<file path="src/rtl/pipe_skid_stage_pkg.sv">
// Shared definitions for the handshaked pipeline stage register: state
// encodings, the trace NOP word and the datapath widths used to size WIDTH.
package pipe_skid_stage_pkg;

  typedef enum logic [1:0] {
    PIPE_ST_EMPTY = 2'd0,
    PIPE_ST_ONE   = 2'd1,
    PIPE_ST_FULL  = 2'd2
  } pipeState_e;

  localparam logic [31:0] PIPE_NOP_INSTR = 32'h0000_0013;
  localparam int ARCH_WIDTH = 32;
  localparam int DATA_WIDTH = 64;

  function automatic logic [1:0] stateToOccupancy(input pipeState_e st);
    logic [1:0] occ;
    occ = 2'd0;
    case (st)
      PIPE_ST_ONE:  occ = 2'd1;
      PIPE_ST_FULL: occ = 2'd2;
      default:      occ = 2'd0;
    endcase
    return occ;
  endfunction

endpackage

</file>
<file path="src/rtl/pipe_skid_stage_sat_counter.sv">
// Saturating event counter: counts up on inc, sticks at all-ones, clr wins.
module pipe_sat_counter #(
  parameter int CNT_W = 16
) (
  input  logic             clk,
  input  logic             rst,
  input  logic             inc,
  input  logic             clr,
  output logic [CNT_W-1:0] count
);

  logic [CNT_W-1:0] count_q;
  logic [CNT_W-1:0] count_d;

  always_comb begin
    count_d = count_q;
    if (clr) begin
      count_d = '0;
    end else if (inc && (count_q != {CNT_W{1'b1}})) begin
      count_d = count_q + 1'b1;
    end
  end

  always_ff @(posedge clk) begin
    if (rst) begin
      count_q <= '0;
    end else begin
      count_q <= count_d;
    end
  end

  assign count = count_q;

endmodule

</file>
<file path="src/rtl/pipe_skid_stage.sv">
// Two-entry skid-buffered pipeline stage with registered in_ready, flush,
// occupancy and stall counter. Define PIPE_DEBUG_INSTR_EN to add trace words.
module pipe_skid_stage
  import pipe_skid_stage_pkg::*;
#(
  parameter int               WIDTH       = 64,
  parameter logic [WIDTH-1:0] RESET_VALUE = '0,
  parameter int               CNT_W       = 16
) (
  input  logic             clk,
  input  logic             rst,
  input  logic             flush,
  input  logic             in_valid,
  output logic             in_ready,
  input  logic [WIDTH-1:0] in_data,
  output logic             out_valid,
  input  logic             out_ready,
  output logic [WIDTH-1:0] out_data,
  output logic [1:0]       occupancy,
  output logic [CNT_W-1:0] stall_cycles,
`ifdef PIPE_DEBUG_INSTR_EN
  input  logic [31:0]      debug_in_instr,
  output logic [31:0]      debug_out_instr,
`endif
  input  logic             cnt_clr
);

  pipeState_e       state_q, state_d;
  logic [WIDTH-1:0] mainData_q, mainData_d;
  logic [WIDTH-1:0] skidData_q, skidData_d;
  logic             inReady_q;
  logic             accept;
  logic             pop;

  assign accept = in_valid && inReady_q;
  assign pop    = (state_q != PIPE_ST_EMPTY) && out_ready;

  // Next-state and entry movement; flush drops state but leaves payloads.
  always_comb begin
    state_d    = state_q;
    mainData_d = mainData_q;
    skidData_d = skidData_q;
    case (state_q)
      PIPE_ST_EMPTY: begin
        if (accept) begin
          state_d    = PIPE_ST_ONE;
          mainData_d = in_data;
        end
      end
      PIPE_ST_ONE: begin
        if (accept && pop) begin
          mainData_d = in_data;
        end else if (accept) begin
          state_d    = PIPE_ST_FULL;
          skidData_d = in_data;
        end else if (pop) begin
          state_d = PIPE_ST_EMPTY;
        end
      end
      PIPE_ST_FULL: begin
        if (pop) begin
          state_d    = PIPE_ST_ONE;
          mainData_d = skidData_q;
        end
      end
      default: state_d = PIPE_ST_EMPTY;
    endcase
    if (flush) begin
      state_d    = PIPE_ST_EMPTY;
      mainData_d = mainData_q;
      skidData_d = skidData_q;
    end
  end

  always_ff @(posedge clk) begin
    if (rst) begin
      state_q    <= PIPE_ST_EMPTY;
      mainData_q <= RESET_VALUE;
      skidData_q <= RESET_VALUE;
      inReady_q  <= 1'b1;
    end else begin
      state_q    <= state_d;
      mainData_q <= mainData_d;
      skidData_q <= skidData_d;
      inReady_q  <= (state_d != PIPE_ST_FULL);
    end
  end

`ifdef PIPE_DEBUG_INSTR_EN
  logic [31:0] mainInstr_q, mainInstr_d;
  logic [31:0] skidInstr_q, skidInstr_d;

  // Trace words shadow the payload moves; flush scrubs them back to NOP.
  always_comb begin
    mainInstr_d = mainInstr_q;
    skidInstr_d = skidInstr_q;
    if (flush) begin
      mainInstr_d = PIPE_NOP_INSTR;
      skidInstr_d = PIPE_NOP_INSTR;
    end else begin
      case (state_q)
        PIPE_ST_EMPTY: if (accept) mainInstr_d = debug_in_instr;
        PIPE_ST_ONE: begin
          if (accept && pop) mainInstr_d = debug_in_instr;
          else if (accept)   skidInstr_d = debug_in_instr;
        end
        PIPE_ST_FULL: if (pop) mainInstr_d = skidInstr_q;
        default: ;
      endcase
    end
  end

  always_ff @(posedge clk) begin
    if (rst) begin
      mainInstr_q <= PIPE_NOP_INSTR;
      skidInstr_q <= PIPE_NOP_INSTR;
    end else begin
      mainInstr_q <= mainInstr_d;
      skidInstr_q <= skidInstr_d;
    end
  end

  assign debug_out_instr = mainInstr_q;
`endif

  pipe_sat_counter #(
    .CNT_W(CNT_W)
  ) u_stallCounter (
    .clk  (clk),
    .rst  (rst),
    .inc  (out_valid && !out_ready),
    .clr  (cnt_clr),
    .count(stall_cycles)
  );

  assign in_ready  = inReady_q;
  assign out_valid = (state_q != PIPE_ST_EMPTY);
  assign out_data  = mainData_q;
  assign occupancy = stateToOccupancy(state_q);

endmodule

</file>
<file path="config.mk">
export PLATFORM = sky130hd
export DESIGN_NAME = pipe_skid_stage
export DESIGN_NICKNAME = d
export VERILOG_FILES = /design/src/rtl/pipe_skid_stage_pkg.sv /design/src/rtl/pipe_skid_stage_sat_counter.sv /design/src/rtl/pipe_skid_stage.sv
export SDC_FILE = /design/constraint.sdc
export NUM_CORES = 1
export LEC_CHECK = 0
export CORE_MARGIN = 2
export CORE_UTILIZATION = 42
export CTS_BUF_LIST = sky130_fd_sc_hd__clkbuf_8
export DETAILED_ROUTE_END_ITERATION = 6
export GPL_ROUTABILITY_DRIVEN = 1
export PLACE_DENSITY_LB_ADDON = 0.1
export SLEW_MARGIN = 20
export SYNTH_ARGS = -nofsm -noshare
export SYNTH_HDL_FRONTEND = slang
export SYNTH_SLANG_ARGS = --single-unit
</file>
<file path="constraint.sdc">
create_clock -name clk -period 4.2 [get_ports clk]
set_input_delay 1.26 -clock clk [delete_from_list [all_inputs] [get_ports clk]]
set_output_delay 1.26 -clock clk [all_outputs]
set_load 0.02 [all_outputs]
</file>
==> results of run 1 <==
## critical path, delay by kind of cell, from the launching register on
family                 cells  cell delay, ps
flip-flops                 1             460
AND/OR/NAND/NOR            1             360
buffers and inverters      2             660
## flip-flops by register name, indices dropped and copies added, names as in the netlist
name and flops:
state_q 2, skidData_q 64, out_data 64, in_ready 1, u_stallCounter.count 16
## kinds of logic (layout without fill, tap and decap cells)
kind of cell | count (synthesis) | in the layout | share of synthesized area
buffers and inverters | 66 | 197 | 0.04363
AOI/OAI and AO/OA | 165 | 165 | 0.1922
and+or+nand+nor | 376 | 376 | 0.2598
DFF | 147 | 147 | 0.5005
muxes | 1 | 1 | 0.001703
adders and majority gates | 1 | 1 | 0.002128
## worst max path at each step
| stage | depth (start not counted) | slack [ps] | start | end |
|---|---|---|---|---|
| final | 3 | 1010 | state_q[1] | occupancy[1] |
| after global routing | 3 | 920 | state_q[1] | occupancy[1] |
| after CTS | 3 | 980 | state_q[1] | occupancy[1] |
| after detailed placement | 5 | 790 | out_ready | u_stallCounter.count[9] |
| after global placement | 5 | 820 | out_ready | u_stallCounter.count[13] |
| after floorplan | 5 | 1410 | out_ready | u_stallCounter.count[13] |
## layout by cell type, fill, tap and decap left out, drive strengths merged, types with 2 or more instances in the layout
cell and n:
nand2 265, clkdlybuf4s50 152, dfxtp 147, a21oi 75, nor2 69, a311oi 65, clkbuf 22, buf 8
nand4 7, o21ai 7, inv 7, nand3 6, or4 5, or3 5, nor3 4, bufinv 4
o31ai 3, and4 3, clkinv 3, or2 2, nand3b 2, o21a 2, and3 2, o41ai 2
nor4 2, a211oi 2
## per-stage QoR
step,instances,instance area (sq um),hold slack (ps)
after floorplan,756,5879,436.6
after global placement,1035,7488,441.6
after detailed placement,1035,7488,446.5
after CTS,1067,7945,457.0
after global routing,1067,7945,473.0
final,1067,7945,455.6
## where the power goes
part | switching [mW] | total, mW | leakage [nW] | internal [mW]
Combinational | 0.190 | 0.371 | 1.32 | 0.182
Clock | 0.518 | 1.24 | 0.237 | 0.722
Sequential | 0.0299 | 1.47 | 1.20 | 1.44
## cell type report
| class | instances | area, sq um |
|---|---|---|
| sequential | 147 | 2943 |
| tap | 180 | 225.2 |
| clock buffer | 22 | 302.8 |
| multi-input combinational | 543 | 2695 |
| inverter | 5 | 18.77 |
| fill | 1301 | 5828 |
| timing repair buffer | 160 | 1607 |
| clock inverter | 10 | 153.9 |
## routing by layer
layer	wire (um)	vias up
li1	-	2833
met1	7136	2664
met2	7409	168
met3	893	15
met4	178	0
met5	0	-
==> flow_summary_export.csv, run 1 <==
group,metric,value,unit
power,p_leak,2.758,nW
detailed_routing,drt-wirelength-per-cell,14.64,um
global_routing,gr-usage-all-layers,0.2116,
setup_path,crit_path_end_kind,"primary output",
place,port_buffers,153,
clock_tree,ctsHoldBuffers,0,
synth,yosysMostFrequentCell,"nand2_1",
final_layout,layout.nets,945,
detailed_routing,drt_wl_total,15620,um
clock_tree,clock-sinks,147,
synth,avgSynthCellArea,7.777,sq um
floorplan,coreArea,13770,sq um
worst_hold_path,hold_path.class,"flip-flop to flip-flop",
setup_path,regToRegSetupSlack,1680,ps
synth,yosys_warnings,0,
clock_tree,cts.root.buffer_cell,"clkbuf_8",
global_routing,grt_pass1_wl,25250,um
timing,tightest_slew,916.3,ps
floorplan,die_w,122.3,um
synth,yosysUniqueCellTypes,39,
setup_path,timing.rr.end,"out_data[34]",
timing,clock_skew,8.568,ps
global_routing,grtUsageMet3,0.05297,
setup_path,cp_data_required_time,2940,ps
synth,synth_top_area_cell,"dfxtp_1",
clock_tree,cts_max_path_buffers,2,
global_routing,grt_pass1_vias,5183,
place,gp_congestion,0.8559,
synth,synth_area,5879,sq um
floorplan,ios,154,
timing,maxSlewHeadroom,0.3891,
clock_tree,cts_buffers,17,
synth,synth_seq_cells,147,
clock_tree,cts_resized,0,
setup_path,arrival,1930,ps
global_routing,top_usage_layer,"met2",
detailed_routing,ant_nets,0,
job,drv_cap,0,
setup_path,crit_path_max_incr_delay,590,ps
timing,min_period,3191,ps
final_layout,drive_gt1_frac,0.05524,
floorplan,start_util,0.4269,
final_layout,synthToLayoutAreaGrowth,35.14,%
setup_path,cp_max_fo,8,
global_routing,grt_util_met2,0.3507,
floorplan,rows,43,
synth,synth-main-ff-cell,"dfxtp_1",
place,pre_cts_slack,793.4,ps
synth,synth.area.top_cells,"dfxtp_1 50%, nand2_1 17%, a311oi_1 9.7%, a21oi_1 6.4%, nor2_1 4.4%",
power,ir_drop,0.1654,mV
setup_path,rr_startpoint,"state_q[1]",
timing,report.final.slew_viol_count,0,
detailed_routing,route.detailed.drc,0,
worst_hold_path,worstHoldStart,"skidData_q[34]",
synth,synthTopCellsByCount,"265 x nand2_1, 147 x dfxtp_1, 75 x a21oi_1",
synth,synth_edf_count,0,
timing,finalSetupViolCount,0,
clock_tree,clkTransAtPathRegs,80,ps
final_layout,antenna_cells,0,
detailed_routing,first_iter_violations,482,
synth,yosys.area.top_type_share,0.5005,
clock_tree,cts-htree-levels,4,
timing,clock.fmax,313.4,MHz
clock_tree,cts_setup_buffers,0,
synth,synth_fp_nets,827,
setup_path,cp-start-kind,"flip-flop",
global_routing,grt.met1_usage,0.2671,
global_routing,grt_max_degree,129,
global_routing,antenna_found_initial,0,
outcome,status,"finished, final reports clean",
worst_hold_path,holdPathStages,2,
clock_tree,clock_latency,440,ps
timing,hold_violations,0,
setup_path,criticalPathCategory,"flip-flop to primary output",
detailed_routing,dr.pass1.iters,7,
timing,rsz0062_at_grt,"no",
clock_tree,cts_tree,"yes",
timing,fin_crit_sh,0.7598,
timing,fin_ws,1009,ps
worst_hold_path,hold_path_end,"skidData_q[34]",
power,pwr_density_cell,388.4,nW/um^2
synth,yosysSeqAreaShare,0.5005,
floorplan,dieHeight,122.3,um
detailed_routing,via_per_inst,5.323,
setup_path,path_cells,"or2b_2 > inv_2 > clkdlybuf4s50_1",
setup_path,crit_slowest_cell,"clkdlybuf4s50_1",
timing,finalSetupTns,0,ps
detailed_routing,num_vias,5680,
final_layout,fin_util,0.5769,
global_routing,grt_overflow,0,
setup_path,r2r_cells,6,
place,hpwl,9439,um
synth,synthCells,756,
synth,async_flop_share,0,
floorplan,die-area,14960,sq um
power,power,3.086,mW
(Power assumes the default switching activity.)
==> inputs of run 2 (changes only) <==
clock period = 2.9 ns   (was 4.2 ns; I/O delays follow)
==> flow_summary_export.csv, run 2 (synthesis gave the netlist of run 1 again) <==
group,metric,value,unit
worst_hold_path,worstHoldStart,"skidData_q[43]",
final_layout,final_cell_mix,"265 x nand2_1, 152 x clkdlybuf4s50_1, 146 x dfxtp_1",
global_routing,grtUsageMet3,0.05158,
final_layout,fin_util,0.5757,
detailed_routing,drt_wl_total,15340,um
place,gp_congestion,0.8890,
worst_hold_path,hold_path_end,"skidData_q[43]",
clock_tree,clkTransAtPathRegs,80,ps
floorplan,dieHeight,122.3,um
clock_tree,ctsHoldBuffers,0,
detailed_routing,route.detailed.drc,0,
final_layout,antenna_cells,0,
setup_path,crit_family,"buffers and inverters",
detailed_routing,first_iter_violations,538,
timing,hold_violations,0,
clock_tree,cts_tree,"yes",
clock_tree,cts.root.buffer_cell,"clkbuf_8",
final_layout,layout.nets,948,
setup_path,regToRegSetupSlack,900,ps
timing,clock.fmax,360.9,MHz
global_routing,grt.met1_usage,0.2647,
clock_tree,clock_latency,440,ps
clock_tree,cts_buffers,17,
final_layout,stdcell_count,1070,
floorplan,ios,154,
timing,fin_ws,129.1,ps
place,hpwl,9325,um
power,ir_drop,0.2680,mV
timing,tightest_slew,765.4,ps
final_layout,register_area,2944,sq um
final_layout,multi_input_area,2695,sq um
timing,rsz0062_at_grt,"no",
floorplan,start_util,0.4269,
detailed_routing,num_vias,5660,
setup_path,r2r_cells,5,
setup_path,path_cells,"or2b_2 > inv_2 > clkdlybuf4s50_1",
global_routing,grt_overflow,0,
setup_path,crit_slowest_cell,"clkdlybuf4s50_1",
power,pwr_density_cell,533.9,nW/um^2
setup_path,path_buf_inv,2,
setup_path,timing.rr.end,"out_data[55]",
global_routing,gr-usage-all-layers,0.2063,
global_routing,grt_util_met2,0.3399,
floorplan,die-area,14960,sq um
timing,clock_skew,12.67,ps
power,p_leak,2.749,nW
global_routing,grt_pass1_wl,24890,um
timing,finalSetupViolCount,0,
place,port_buffers,153,
floorplan,rows,43,
timing,report.final.slew_viol_count,0,
timing,min_period,2771,ps
detailed_routing,dr.pass1.iters,4,
final_layout,fillers,1258,
global_routing,antenna_found_initial,0,
global_routing,grt_max_degree,131,
clock_tree,cts_max_path_buffers,2,
job,drv_cap,0,
detailed_routing,via_per_inst,5.290,
setup_path,crit_path_max_incr_delay,590,ps
floorplan,die_w,122.3,um
clock_tree,clock-sinks,147,
setup_path,arrival,1900,ps
final_layout,drive_gt1_frac,0.05730,
global_routing,grt_pass1_vias,5266,
worst_hold_path,hold_path.class,"flip-flop to flip-flop",
final_layout,synthToLayoutAreaGrowth,34.86,%
detailed_routing,drt-wirelength-per-cell,14.33,um
setup_path,cp_data_required_time,2030,ps
place,dp.cells,1038,
setup_path,cp-start-kind,"flip-flop",
final_layout,final_common_cell,"nand2_1",
setup_path,path_depth,3,
global_routing,top_usage_layer,"met2",
setup_path,crit_path_end_kind,"primary output",
setup_path,criticalPathCategory,"flip-flop to primary output",
worst_hold_path,holdPathStages,2,
setup_path,cp_max_fo,8,
timing,fin_crit_sh,0.9555,
clock_tree,cts-htree-levels,4,
outcome,status,"finished, final reports clean",
timing,maxSlewHeadroom,0.4898,
timing,finalSetupTns,0,ps
setup_path,rr_startpoint,"state_q[1]",
floorplan,coreArea,13770,sq um
place,pre_cts_slack,39.55,ps
detailed_routing,ant_nets,0,
-- run 2: how the worst max path moves through the flow --
stage,to,from
finish,occupancy[1],state_q[1]
global route,occupancy[1],state_q[1]
CTS,occupancy[1],state_q[1]
detailed placement,u_stallCounter.count[9],out_ready
global placement,u_stallCounter.count[13],out_ready
floorplan,u_stallCounter.count[13],out_ready
-- run 2: final cells by class --
type / instances / share of cell area
well taps: 180 / 0.02840
repair buffers: 163 / 0.2086
clock buffers: 20 / 0.03472
inverters: 5 / 0.002367
clock inverters: 12 / 0.01468
multi-input cells: 543 / 0.3399
flip-flops and latches: 147 / 0.3713
-- run 2: worst min-delay path: cells and delay by family, from the launching register on --
kind               cells  cell delay (ps)
DFF                    1              310
and+or+nand+nor        1               50
AOI/OAI and AO/OA      1               50
-- run 2: repair_timing --
item                       4_1_cts  5_1_grt
buffers inserted                 0        0
setup endpoints to repair        0        1
resized for setup                0        1
-- run 2: metrics by stage --
| stage | total power [mW] | cell area [sq um] | hold slack, ps |
|---|---|---|---|
| after global placement | 2.719 | 7536 | 441.2 |
| after floorplan | 2.435 | 5879 | 436.6 |
| final | 4.234 | 7929 | 455.2 |
| after CTS | 4.275 | 7928 | 457.1 |
| after detailed placement | 2.728 | 7536 | 446.9 |
| after global routing | 4.392 | 7929 | 477.0 |
-- run 2: report_power, final --
part	switching [mW]	internal, mW	leakage [nW]
Sequential	0.0436	2.09	1.20
Combinational	0.274	0.270	1.35
Clock	0.736	0.818	0.206
Total	1.05	3.18	2.75
-- run 2: layer usage --
| metal | share of wire | wire (um) |
|---|---|---|
| met4 | 0.0098 | 150 |
| met5 | 0 | 0 |
| met1 | 0.44 | 6749 |
| met3 | 0.068 | 1044 |
| met2 | 0.48 | 7393 |
==> inputs of run 3 (changes only) <==
CAP_MARGIN = 20   (was unset)
==> results of run 3 <==
The final DEF is identical to that of run 2; final timing and power are the same.
